## src/rtl/blk_mem_dsp_unit.sv

```systemverilog
`timescale 1ns/1ps
// Display data source: 4-word preset block RAM plus pipelined P = A*B + C.
// Optional BLK_MEM_WRITE_FIRST_EN selects write-first douta on writes (default read-first).
module blk_mem_dsp_unit #(
    parameter int unsigned DATA_W  = 16,
    parameter int unsigned ADDR_W  = 2,
    parameter logic [DATA_W-1:0] INIT0 = DATA_W'(1234),
    parameter logic [DATA_W-1:0] INIT1 = DATA_W'(5678),
    parameter logic [DATA_W-1:0] INIT2 = DATA_W'(9012),
    parameter logic [DATA_W-1:0] INIT3 = DATA_W'(3456),
    parameter int unsigned DSP_LAT = 3
) (
    input  logic              clock_100Mhz,
    input  logic              reset,
    input  logic              ena,
    input  logic              wea,
    input  logic [ADDR_W-1:0] addra,
    input  logic [DATA_W-1:0] dina,
    output logic [DATA_W-1:0] douta,
    input  logic [6:0]        A,
    input  logic [7:0]        B,
    input  logic [6:0]        C,
    output logic [DATA_W-1:0] P
);

    localparam int unsigned DEPTH = 2 ** ADDR_W;

    if (ADDR_W != 2) begin : g_bad_addr_w
        $error("blk_mem_dsp_unit: preset table covers exactly 4 words");
    end
    if (DSP_LAT < 1 || DSP_LAT > 4) begin : g_bad_lat
        $error("blk_mem_dsp_unit: DSP_LAT must be 1..4");
    end

    // Preset contents load at configuration only; reset never touches the array.
    logic [DATA_W-1:0] mem [DEPTH] = '{INIT0, INIT1, INIT2, INIT3};

    // Port A: a write landing on a reset edge is dropped, keeping the old word.
    always_ff @(posedge clock_100Mhz or posedge reset) begin
        if (reset) begin
            douta <= '0;
        end else if (ena) begin
            if (wea) begin
                mem[addra] <= dina;
`ifdef BLK_MEM_WRITE_FIRST_EN
                douta <= dina;
`else
                douta <= mem[addra];
`endif
            end else begin
                douta <= mem[addra];
            end
        end
    end

    logic [DATA_W-1:0] mac_c;
    logic [DATA_W-1:0] pipe [DSP_LAT];

    assign mac_c = DATA_W'(A) * DATA_W'(B) + DATA_W'(C);

    // Result shift pipeline; stage 0 captures the sample edge, last stage drives P.
    always_ff @(posedge clock_100Mhz or posedge reset) begin
        if (reset) begin
            for (int i = 0; i < int'(DSP_LAT); i++) begin
                pipe[i] <= '0;
            end
        end else begin
            pipe[0] <= mac_c;
            for (int i = 1; i < int'(DSP_LAT); i++) begin
                pipe[i] <= pipe[i-1];
            end
        end
    end

    assign P = pipe[DSP_LAT-1];

endmodule

```

## config.mk

```make
export PLATFORM = sky130hd
export DESIGN_NAME = blk_mem_dsp_unit
export DESIGN_NICKNAME = d
export VERILOG_FILES = /design/src/rtl/blk_mem_dsp_unit.sv
export SDC_FILE = /design/constraint.sdc
export NUM_CORES = 1
export LEC_CHECK = 0
export BUFFER_PORTS_ARGS = -buffer_cell sky130_fd_sc_hd__buf_2
export CORE_MARGIN = 2
export CORE_UTILIZATION = 55
export DETAILED_ROUTE_END_ITERATION = 10
export HOLD_SLACK_MARGIN = 0.1
export MAX_ROUTING_LAYER = met4
export PLACE_DENSITY = 0.72
export SETUP_SLACK_MARGIN = 0.15
export SLEW_MARGIN = 10
export SYNTH_ARGS = -nofsm -noshare
export SYNTH_HDL_FRONTEND = slang
export SYNTH_SLANG_ARGS = --single-unit
export TNS_END_PERCENT = 1
```

## constraint.sdc

```tcl
create_clock -name clock_100Mhz -period 2.13 [get_ports clock_100Mhz]
set_input_delay 0.213 -clock clock_100Mhz [delete_from_list [all_inputs] [get_ports clock_100Mhz]]
set_output_delay 0.213 -clock clock_100Mhz [all_outputs]
set_load 0.005 [all_outputs]
```

==> impl_metrics.csv, run 1 <==
group,metric,value,unit
run_status,outcome,"finished, violations left",
run_status,violations,"negative setup slack",
clock_tree,cts_sinks,128,
drt,totalWireLength,12200,um
pwr,p_seq_share,34.3,%
yosys,synth_edf_count,64,
die,die_h,112,um
timing,finalSetupViolCount,13,
critical_path,slowest_stage,"fa_1",
timing,relSlewSlack,55.2,%
pwr,powerDensity,1110,nW/um^2
yosys,async_flop_share,50.0,%
die,io_pins,76,
hold_path,hold_class,"input port to flop",
grt,grt_first_pass_wirelength,20200,um
yosys,synth_area,6420,um^2
cells_and_area,num_antenna_cells,0,
pwr,p_leak,0.00380,uW
grt,grt_pass1_vias,4119,
yosys,ys_seq_area_share,54.9,%
yosys,synthesis.nets,567,
yosys,synth_area_leaders,"edfxtp_1, dfrtp_1, fa_1, ha_1, mux4_2",
pwr,p_clk_share,33.8,%
grt,grt.total_usage,21.6,%
pwr,p_comb_share,31.9,%
yosys,synth_top_area_share,30.0,%
pwr,p_sw_share,28.5,%
timing,finalHoldViolCount,0,
job,max_cap_viol_count,0,
critical_path,cpLargestDelayFamily,"adder cells",
timing,slew_viol_final,0,
timing,fin_skew,0.00616,ns
grt,grt_overflow,0,
die,start_util,56.2,%
yosys,yosys_warnings,0,
pwr,p_sw,2650,uW
yosys,synth_area_per_cell,14.4,um^2
timing,setup_slack,-1.25,ns
cells_and_area,layout.nets,712,
drt,viasPerCell,5.23,
placement,pre_cts_slack,-1.80,ns
yosys,ys_types,43,
cells_and_area,synthToLayoutAreaGrowth,30.9,%
critical_path,crit_end,"pipe[41]",
yosys,netlist_instances,447,
clock_tree,clk_transition_reported_paths,0.06,ns
clock_tree,clk_latency,0.40,ns
drt,dr.first_iter.drc_count,228,
placement,place_congestion,0.888,
grt,grt_max_degree,56,
critical_path,max_stage_delay,0.50,ns
placement,hpwl,8070,um
placement,place_area,7320,um^2
critical_path,r2r_slack,0.89,ns
die,fp-row-count,39,
yosys,yosysTopAreaCell,"edfxtp_1",
clock_tree,cts_made_buffers,17,
critical_path,path_buf_inv,5,
critical_path,critical_path_class,"input port to flop",
die,die-area,12500,um^2
drt,vias,3910,
clock_tree,cts-root-buf,"clkbuf_16",
yosys,synth_commonest_cells,"dfrtp_1, edfxtp_1, inv_1, ha_1, fa_1",
critical_path,cp_common_cell,"fa_1",
cells_and_area,drive_gt1_share,39.2,%
timing,worst_slew_pin_slew,0.673,ns
critical_path,cp_num_cells,16,
critical_path,worstPathMaxFanout,5,
yosys,ys_ff_latch,128,
yosys,ys.flop_type,"edfxtp_1",
pwr,irDropWorstVdd,1.23,mV
critical_path,worstRegToRegCells,2,
timing,clock.fmax,0.296,GHz
timing,fin_setup_tns,-11.74,ns
critical_path,critPathRequiredTime,2.39,ns
drt,ant_nets,0,
clock_tree,cts_tree,"done",
clock_tree,cts.path.max_buffers,2,
timing,fin_crit_sh,158,%
timing,rsz0062_at_grt,"yes",
critical_path,start_kind,"input port",
critical_path,critical_path_arrival,3.64,ns
critical_path,critPathLaunch,"A[6]",
timing,period_needed,3.38,ns
critical_path,cp_cell_sequence,"buf_4 > nand2_8 > fa_1 > fa_1 > inv_1 > fa_1 > inv_1 > fa_1 > inv_2 > ha_4 > a21oi_4 > nand2_2 > buf_6 > o21a_4 > o211ai_1 > o311ai_1",
hold_path,hp-start,"C[0]",
placement,port_buffers,75,
die,coreArea,11400,um^2
drt,drt_pass1_iterations,4,
critical_path,timing.rr.end,"douta[13]",
drt,route.detailed.drc,0,
pwr,power,9310,uW
pwr,intPower,6660,uW
die,fp.dieW,112,um
clock_tree,htreeDepth,4,
critical_path,end_kind,"flop",
drt,wl_per_cell,16.3,um
grt,antenna_found_initial,0,
cells_and_area,final_area,8400,um^2
critical_path,rr_startpoint,"mem[2][13]",
[registers in the layout, summed over array words and instances (netlist names)]
name	count
pipe	32
P	16
mem	64
douta	16
[kinds of logic (layout without fill, tap and decap cells)]
kind of cell | count (synthesis) | count (layout) | share of synthesized area, %
mux | 32 | 32 | 8.42
buf+inv | 79 | 237 | 5.62
simple gates | 93 | 93 | 7.37
fa+ha+maj | 76 | 76 | 19.0
flops | 128 | 128 | 54.9
compound gates | 31 | 31 | 3.55
xor+xnor | 8 | 8 | 1.09
[final cells by class]
type | count | area (um^2)
Timing Repair Buffer | 148 | 1080
Clock buffer | 22 | 539
Fill cell | 724 | 3020
Tap cell | 143 | 179
Sequential cell | 128 | 3520
Inverter | 57 | 214
Clock inverter | 10 | 129
Multi-Input combinational cell | 240 | 2740
[metrics by stage]
| stage | utilization [%] | hold WS [ns] | std cells |
|---|---|---|---|
| 2_1_floorplan | - | 0.312 | 447 |
| 3_5_place_dp | 64.1 | 0.175 | 697 |
| 6_report | 73.6 | 0.184 | 748 |
| 3_3_place_gp | 64.1 | 0.173 | 697 |
| 5_1_grt | 73.6 | 0.183 | 748 |
| 4_1_cts | 73.2 | 0.169 | 748 |
[per-layer routing]
layer	global-route usage, %	wire length [um]
met2	34.7	6480
met3	4.86	413
met5	-	0
met1	27.6	5180
met4	7.32	152
[worst register-to-register path, cell delays in order, from the launching register on]
cell and delay, ns:
edfxtp_1 0.38, mux4_2 0.48, mux2_2 0.27
[how the worst min path moves through the flow]
stage / endpoint / slack, ns / depth (start not counted)
after floorplan: mem[0][0] / 0.31 / 0
after global placement: douta[9] / 0.17 / 2
after detailed placement: douta[9] / 0.17 / 2
after CTS: pipe[33] / 0.17 / 3
after global routing: pipe[33] / 0.18 / 3
final: pipe[33] / 0.18 / 3
[power groups by stage]
stage / logic [uW] / clock network (uW) / registers, uW
after global routing: 3320 / 3310 / 3230
after detailed placement: 2590 / 0 / 3220
after global placement: 2530 / 0 / 3200
after floorplan: 1770 / 0 / 3170
after CTS: 2900 / 3190 / 3200
final: 2970 / 3150 / 3190
[what timing repair did]
action | 4_1_cts | 5_1_grt
resized for setup | 50 | 13
buffers inserted | 1 | 0
hold endpoints to repair | 74 | 0
pin swaps | 34 | 3
hold buffers | 18 | 0
endpoints found under the setup margin | 13 | 13
[cells in the final DEF (no fill, tap or decap), types with 4 or more instances in the layout]
master / Yosys / routed
dlygate4sd3_1: 0 / 18
mux4_2: 16 / 16
mux2_2: 16 / 16
dfrtp_1: 64 / 64
nor2_1: 10 / 9
inv_1: 57 / 52
buf_6: 0 / 6
clkbuf_16: 0 / 21
ha_1: 40 / 34
ha_4: 0 / 4
buf_8: 0 / 4
inv_2: 0 / 5
nand2_1: 32 / 26
fa_2: 0 / 4
and2_4: 0 / 7
buf_2: 3 / 63
edfxtp_1: 64 / 64
and2_1: 31 / 24
fa_1: 36 / 32
xnor2_1: 8 / 8
buf_4: 16 / 55
nand3_1: 5 / 5
inv_6: 0 / 4
a21oi_1: 7 / 5
nand2_2: 0 / 4
Power figures use the tool's default switching activity.
==> inputs of run 2 (changes only) <==
--- a/config.mk
+++ b/config.mk
@@ -7,7 +7,7 @@
 export LEC_CHECK = 0
 export BUFFER_PORTS_ARGS = -buffer_cell sky130_fd_sc_hd__buf_2
 export CORE_MARGIN = 2
-export CORE_UTILIZATION = 55
+export CORE_UTILIZATION = 53
 export DETAILED_ROUTE_END_ITERATION = 10
 export HOLD_SLACK_MARGIN = 0.1
 export MAX_ROUTING_LAYER = met4
==> constraint.sdc (replaced) <==
create_clock -name clock_100Mhz -period 3.1 [get_ports clock_100Mhz]
set_input_delay 0.31 -clock clock_100Mhz [delete_from_list [all_inputs] [get_ports clock_100Mhz]]
set_output_delay 0.31 -clock clock_100Mhz [all_outputs]
set_load 0.005 [all_outputs]
==> run 2 against run 1 <==
Net effect:
- the run still ends with negative setup slack left
- wire length shrank 4.5%
- flip-flop and latch count is the same
- register-to-register slack gained 0.97 ns
- clock skew grew 0.0016 ns
- first-iteration DRC count grew 7.0%
- critical path type unchanged
- largest power group unchanged
==> impl_metrics.csv, run 2 (synthesis gave the netlist of run 1 again) <==
group,metric,value,unit
cells_and_area,regArea,3520,um^2
timing,relSlewSlack,46.5,%
critical_path,path_buf_inv,4,
critical_path,cp_common_cell,"fa_1",
critical_path,cp_cell_sequence,"buf_4 > and2_4 > fa_1 > fa_1 > fa_1 > inv_1 > fa_1 > inv_1 > ha_4 > a21oi_2 > o31ai_1 > buf_4 > o41ai_4 > xnor2_1",
cells_and_area,multi_input_area,2750,um^2
cells_and_area,drive_gt1_share,39.6,%
drt,drt_pass1_iterations,4,
grt,antenna_found_initial,0,
timing,fin_setup_tns,-2.13,ns
clock_tree,htreeDepth,4,
pwr,p_clk_share,32.6,%
pwr,powerDensity,763,nW/um^2
timing,finalSetupViolCount,9,
clock_tree,cts_sinks,128,
job,max_cap_viol_count,0,
cells_and_area,fin_util,68.4,%
grt,grt_pass1_vias,4064,
pwr,irDropWorstVdd,0.526,mV
timing,clock.fmax,0.291,GHz
critical_path,max_stage_delay,0.55,ns
clock_tree,post_cts_buffers,0,
critical_path,critical_path_arrival,3.73,ns
critical_path,critPathRequiredTime,3.39,ns
clock_tree,cts_made_buffers,17,
timing,rsz0062_at_grt,"yes",
clock_tree,cts.path.max_buffers,2,
clock_tree,cts-root-buf,"clkbuf_16",
placement,pre_cts_slack,-0.899,ns
cells_and_area,largest_registers,"mem x64, pipe x32",
placement,place_area,7320,um^2
drt,dr.first_iter.drc_count,244,
pwr,p_sw_share,28.7,%
grt,grt_max_degree,65,
hold_path,min_to,"mem[0][5]",
cells_and_area,top_register,"mem",
drt,route.detailed.drc,0,
cells_and_area,num_antenna_cells,0,
clock_tree,clk_latency,0.40,ns
die,die_h,114,um
hold_path,min_path_cells,1,
pwr,p_leak,0.00369,uW
pwr,p_comb_share,32.4,%
die,fp.dieW,114,um
timing,period_needed,3.44,ns
timing,fin_skew,0.00779,ns
critical_path,start_kind,"input port",
drt,viasPerCell,5.19,
hold_path,hold_class,"input port to flop",
pwr,power,6210,uW
critical_path,critical_path_class,"input port to flop",
timing,slew_viol_final,0,
cells_and_area,synthToLayoutAreaGrowth,27.0,%
run_status,violations,"negative setup slack",
placement,place_congestion,0.841,
timing,setup_slack,-0.339,ns
pwr,p_seq_share,35.0,%
drt,wl_per_cell,15.9,um
cells_and_area,largest_register_ffs,64,
die,start_util,53.9,%
critical_path,cpLargestDelayFamily,"adder cells",
placement,hpwl,8060,um
clock_tree,cts_tree,"done",
die,coreArea,11900,um^2
hold_path,hp-start,"dina[5]",
critical_path,rr_startpoint,"mem[2][4]",
timing,worst_slew_pin_slew,0.802,ns
pwr,p_sw,1780,uW
die,die-area,13000,um^2
critical_path,end_kind,"flop",
placement,port_buffers,75,
timing,fin_crit_sh,111,%
critical_path,worstPathMaxFanout,7,
critical_path,r2r_slack,1.86,ns
die,io_pins,76,
timing,finalHoldViolCount,0,
grt,grt_overflow,0,
clock_tree,clk_transition_reported_paths,0.06,ns
pwr,intPower,4430,uW
grt,grt_first_pass_wirelength,19400,um
grt,grt.total_usage,20.4,%
cells_and_area,layout.nets,695,
run_status,outcome,"finished, violations left",
drt,vias,3811,
drt,totalWireLength,11700,um
critical_path,timing.rr.end,"douta[4]",
critical_path,worstRegToRegCells,2,
die,fp-row-count,40,
drt,ant_nets,0,
cells_and_area,final_cell_mix,"dfrtp_1, buf_2, edfxtp_1",
cells_and_area,n_fill_cell,828,
cells_and_area,final_area,8150,um^2
critical_path,slowest_stage,"fa_1",
## run 2: changes by cell type in the layout (fill, tap and decap cells not counted), moves of 3 or more
cell,previous run,this run
nand2_2,4,7
buf_8,4,0
dlygate4sd3_1,18,1
clkinv_4,1,6
buf_4,55,59
## run 2: per-layer routing
| metal | share of wire, % | global-route usage (%) | vias up | wire, um |
|---|---|---|---|---|
| met5 | 0 | - | - | 0 |
| met4 | 1.2 | 7.24 | 0 | 145 |
| met3 | 3.2 | 4.57 | 13 | 376 |
| met2 | 52 | 33.1 | 80 | 6120 |
| met1 | 43 | 25.5 | 1930 | 5030 |
| li1 | - | - | 1788 | - |
## run 2: area by class of cell
cell class / instances / area share, %
Clock buffer: 20 / 5.88
Clock inverter: 12 / 1.78
Inverter: 57 / 2.63
Multi-Input combinational cell: 240 / 33.7
Sequential cell: 128 / 43.3
Tap cell: 147 / 2.26
Timing Repair Buffer: 131 / 10.5
## run 2: per-stage QoR
stage | std cells | hold slack, ns
6_report | 735 | 0.115
5_1_grt | 735 | 0.104
4_1_cts | 735 | 0.101
3_5_place_dp | 702 | 0.335
3_3_place_gp | 702 | 0.332
2_1_floorplan | 447 | 0.331
## run 2: power by group through the flow
| stage | Combinational (uW) | Sequential, uW | Clock [uW] |
|---|---|---|---|
| after global routing | 2250 | 2210 | 2150 |
| after floorplan | 1220 | 2180 | 0 |
| after CTS | 1980 | 2180 | 2060 |
| after global placement | 1770 | 2200 | 0 |
| after detailed placement | 1800 | 2210 | 0 |
| final | 2010 | 2180 | 2020 |
## run 2: worst max path at each step
| stage | start | endpoint | cells past startpoint |
|---|---|---|---|
| floorplan | B[0] | pipe[47] | 14 |
| global placement | B[0] | pipe[47] | 15 |
| detailed placement | A[2] | pipe[47] | 14 |
| CTS | B[5] | pipe[47] | 14 |
| global route | A[5] | pipe[47] | 14 |
| finish | B[3] | pipe[47] | 14 |
## run 2: repair_timing
item,4_1_cts,5_1_grt
pin swaps,22,8
hold endpoints to repair,4,0
resized for setup,40,10
endpoints found under the setup margin,10,11
hold buffers,1,0
==> inputs of run 3 (changes only) <==
--- a/config.mk
+++ b/config.mk
@@ -13,6 +13,7 @@
 export MAX_ROUTING_LAYER = met4
 export PLACE_DENSITY = 0.72
 export SETUP_SLACK_MARGIN = 0.15
+export SKIP_LAST_GASP = 1
 export SLEW_MARGIN = 10
 export SYNTH_ARGS = -nofsm -noshare
 export SYNTH_HDL_FRONTEND = slang
==> run 3 against run 2 <==
Net effect:
- the run still ends with negative setup slack left
- flip-flop and latch count is the same
- non-clock buffer count is the same
- hold slack gained 0.0027 ns
- largest cell class unchanged
- highest routed layer unchanged
- design area shrank 0.32%
- critical path type unchanged
- register-to-register slack is essentially flat
==> impl_metrics.csv, run 3 (synthesis gave the netlist of run 1 again) <==
group,metric,value,unit
run_status,outcome,"finished, violations left",
run_status,violations,"negative setup slack",
drt,drt_pass1_iterations,4,
cells_and_area,largest_register_ffs,64,
hold_path,hp-start,"dina[5]",
critical_path,worstPathMaxFanout,7,
die,start_util,53.9,%
grt,grt_first_pass_wirelength,19300,um
drt,viasPerCell,5.18,
critical_path,rr_startpoint,"mem[3][8]",
clock_tree,post_cts_buffers,0,
grt,grt.total_usage,20.3,%
cells_and_area,largest_registers,"mem x64, pipe x32",
pwr,p_leak,0.00369,uW
die,fp-row-count,40,
critical_path,end_kind,"flop",
die,coreArea,11900,um^2
die,fp.dieW,114,um
die,io_pins,76,
critical_path,timing.rr.end,"douta[8]",
critical_path,critical_path_arrival,3.75,ns
clock_tree,htreeDepth,4,
die,die-area,13000,um^2
timing,finalSetupViolCount,9,
grt,grt_overflow,0,
timing,finalHoldViolCount,0,
critical_path,r2r_slack,1.86,ns
timing,rsz0062_at_grt,"yes",
clock_tree,cts.path.max_buffers,2,
clock_tree,cts-root-buf,"clkbuf_16",
cells_and_area,instances_no_fill,735,
placement,port_buffers,75,
job,max_cap_viol_count,0,
clock_tree,clk_transition_reported_paths,0.05,ns
placement,dp.cells,702,
timing,setup_slack,-0.370,ns
cells_and_area,top_register,"mem",
timing,clock.fmax,0.288,GHz
pwr,irDropWorstVdd,0.524,mV
cells_and_area,drive_gt1_share,38.8,%
drt,ant_nets,0,
timing,slew_viol_final,0,
timing,whs,0.118,ns
drt,vias,3806,
hold_path,hold_class,"input port to flop",
drt,route.detailed.drc,0,
timing,fin_setup_tns,-2.47,ns
hold_path,min_path_cells,1,
placement,hpwl,8060,um
cells_and_area,layout.nets,695,
timing,fin_crit_sh,112,%
timing,fin_skew,0.00391,ns
cells_and_area,mostFrequentLayoutCell,"buf_2",
grt,grt_pass1_vias,4083,
critical_path,worstRegToRegCells,2,
cells_and_area,synthToLayoutAreaGrowth,26.5,%
cells_and_area,n_fill_cell,838,
clock_tree,cts_sinks,128,
timing,worst_slew_pin_slew,0.810,ns
placement,place_congestion,0.841,
die,die_h,114,um
clock_tree,cts_made_buffers,17,
clock_tree,clk_latency,0.40,ns
timing,relSlewSlack,46.0,%
drt,wl_per_cell,15.8,um
critical_path,critPathRequiredTime,3.38,ns
pwr,powerDensity,762,nW/um^2
grt,antenna_found_initial,0,
drt,dr.first_iter.drc_count,274,
cells_and_area,final_cell_mix,"buf_2, dfrtp_1, edfxtp_1",
critical_path,critical_path_class,"input port to flop",
timing,period_needed,3.47,ns
grt,grt_max_degree,65,
cells_and_area,num_antenna_cells,0,
hold_path,min_to,"mem[0][5]",
critical_path,start_kind,"input port",
clock_tree,cts_tree,"done",
drt,totalWireLength,11600,um
## run 3: what timing repair did
item,CTS,global route
hold buffers,1,0
endpoints found under the setup margin,10,11
pin swaps,17,16
gates cloned,0,0
gates resized for setup,20,25
hold endpoints to repair,4,0
## run 3: critical path, cell delays in order
cell and delay, ns:
buf_4 0.14, and2_4 0.16, fa_1 0.55, fa_1 0.44
fa_1 0.51, inv_1 0.05, fa_1 0.52, inv_1 0.04
ha_2 0.29, a21boi_4 0.16, o41a_1 0.42, xnor2_2 0.15
## run 3: layer usage
| metal | up-vias | track usage, % | part of all wire [%] | routed length [um] |
|---|---|---|---|---|
| li1 | 1782 | - | - | - |
| met1 | 1929 | 25.1 | 42 | 4900 |
| met2 | 82 | 32.9 | 53 | 6160 |
| met3 | 13 | 4.68 | 3.5 | 413 |
| met4 | 0 | 7.40 | 1.4 | 162 |
| met5 | - | - | 0 | 0 |
## run 3: how the worst max path moves through the flow
stage,startpoint,endpoint,slack [ns]
CTS,A[2],pipe[47],-0.36
detailed placement,A[2],pipe[47],-0.90
global placement,B[0],pipe[47],-0.85
global route,B[3],pipe[47],-0.49
finish,B[3],pipe[42],-0.37
floorplan,B[0],pipe[47],-0.60
## run 3: final cells by class
type / count / area, um^2 / area share (%)
clock buffers: 20 / 479 / 5.90
clock inverters: 12 / 145 / 1.79
inverters: 57 / 214 / 2.64
well taps: 147 / 184 / 2.27
multi-input cells: 240 / 2730 / 33.6
flip-flops and latches: 128 / 3520 / 43.4
repair buffers: 131 / 846 / 10.4
## run 3: power by group
part | switching (uW) | total, uW | internal [uW]
Sequential | 86.9 | 2180 | 2090
Clock | 728 | 2020 | 1290
Combinational | 949 | 1980 | 1030
## run 3: metrics by stage
step           total power, uW  util (%)  cell area (um^2)  setup WS, ns
2_1_floorplan             3400         -              6480        -0.603
5_1_grt                   6580      68.2              8120        -0.485
4_1_cts                   6150      67.3              8010        -0.362
3_5_place_dp              4010      61.5              7320        -0.899
6_report                  6180      68.2              8120        -0.370
3_3_place_gp              3970      61.5              7320        -0.850
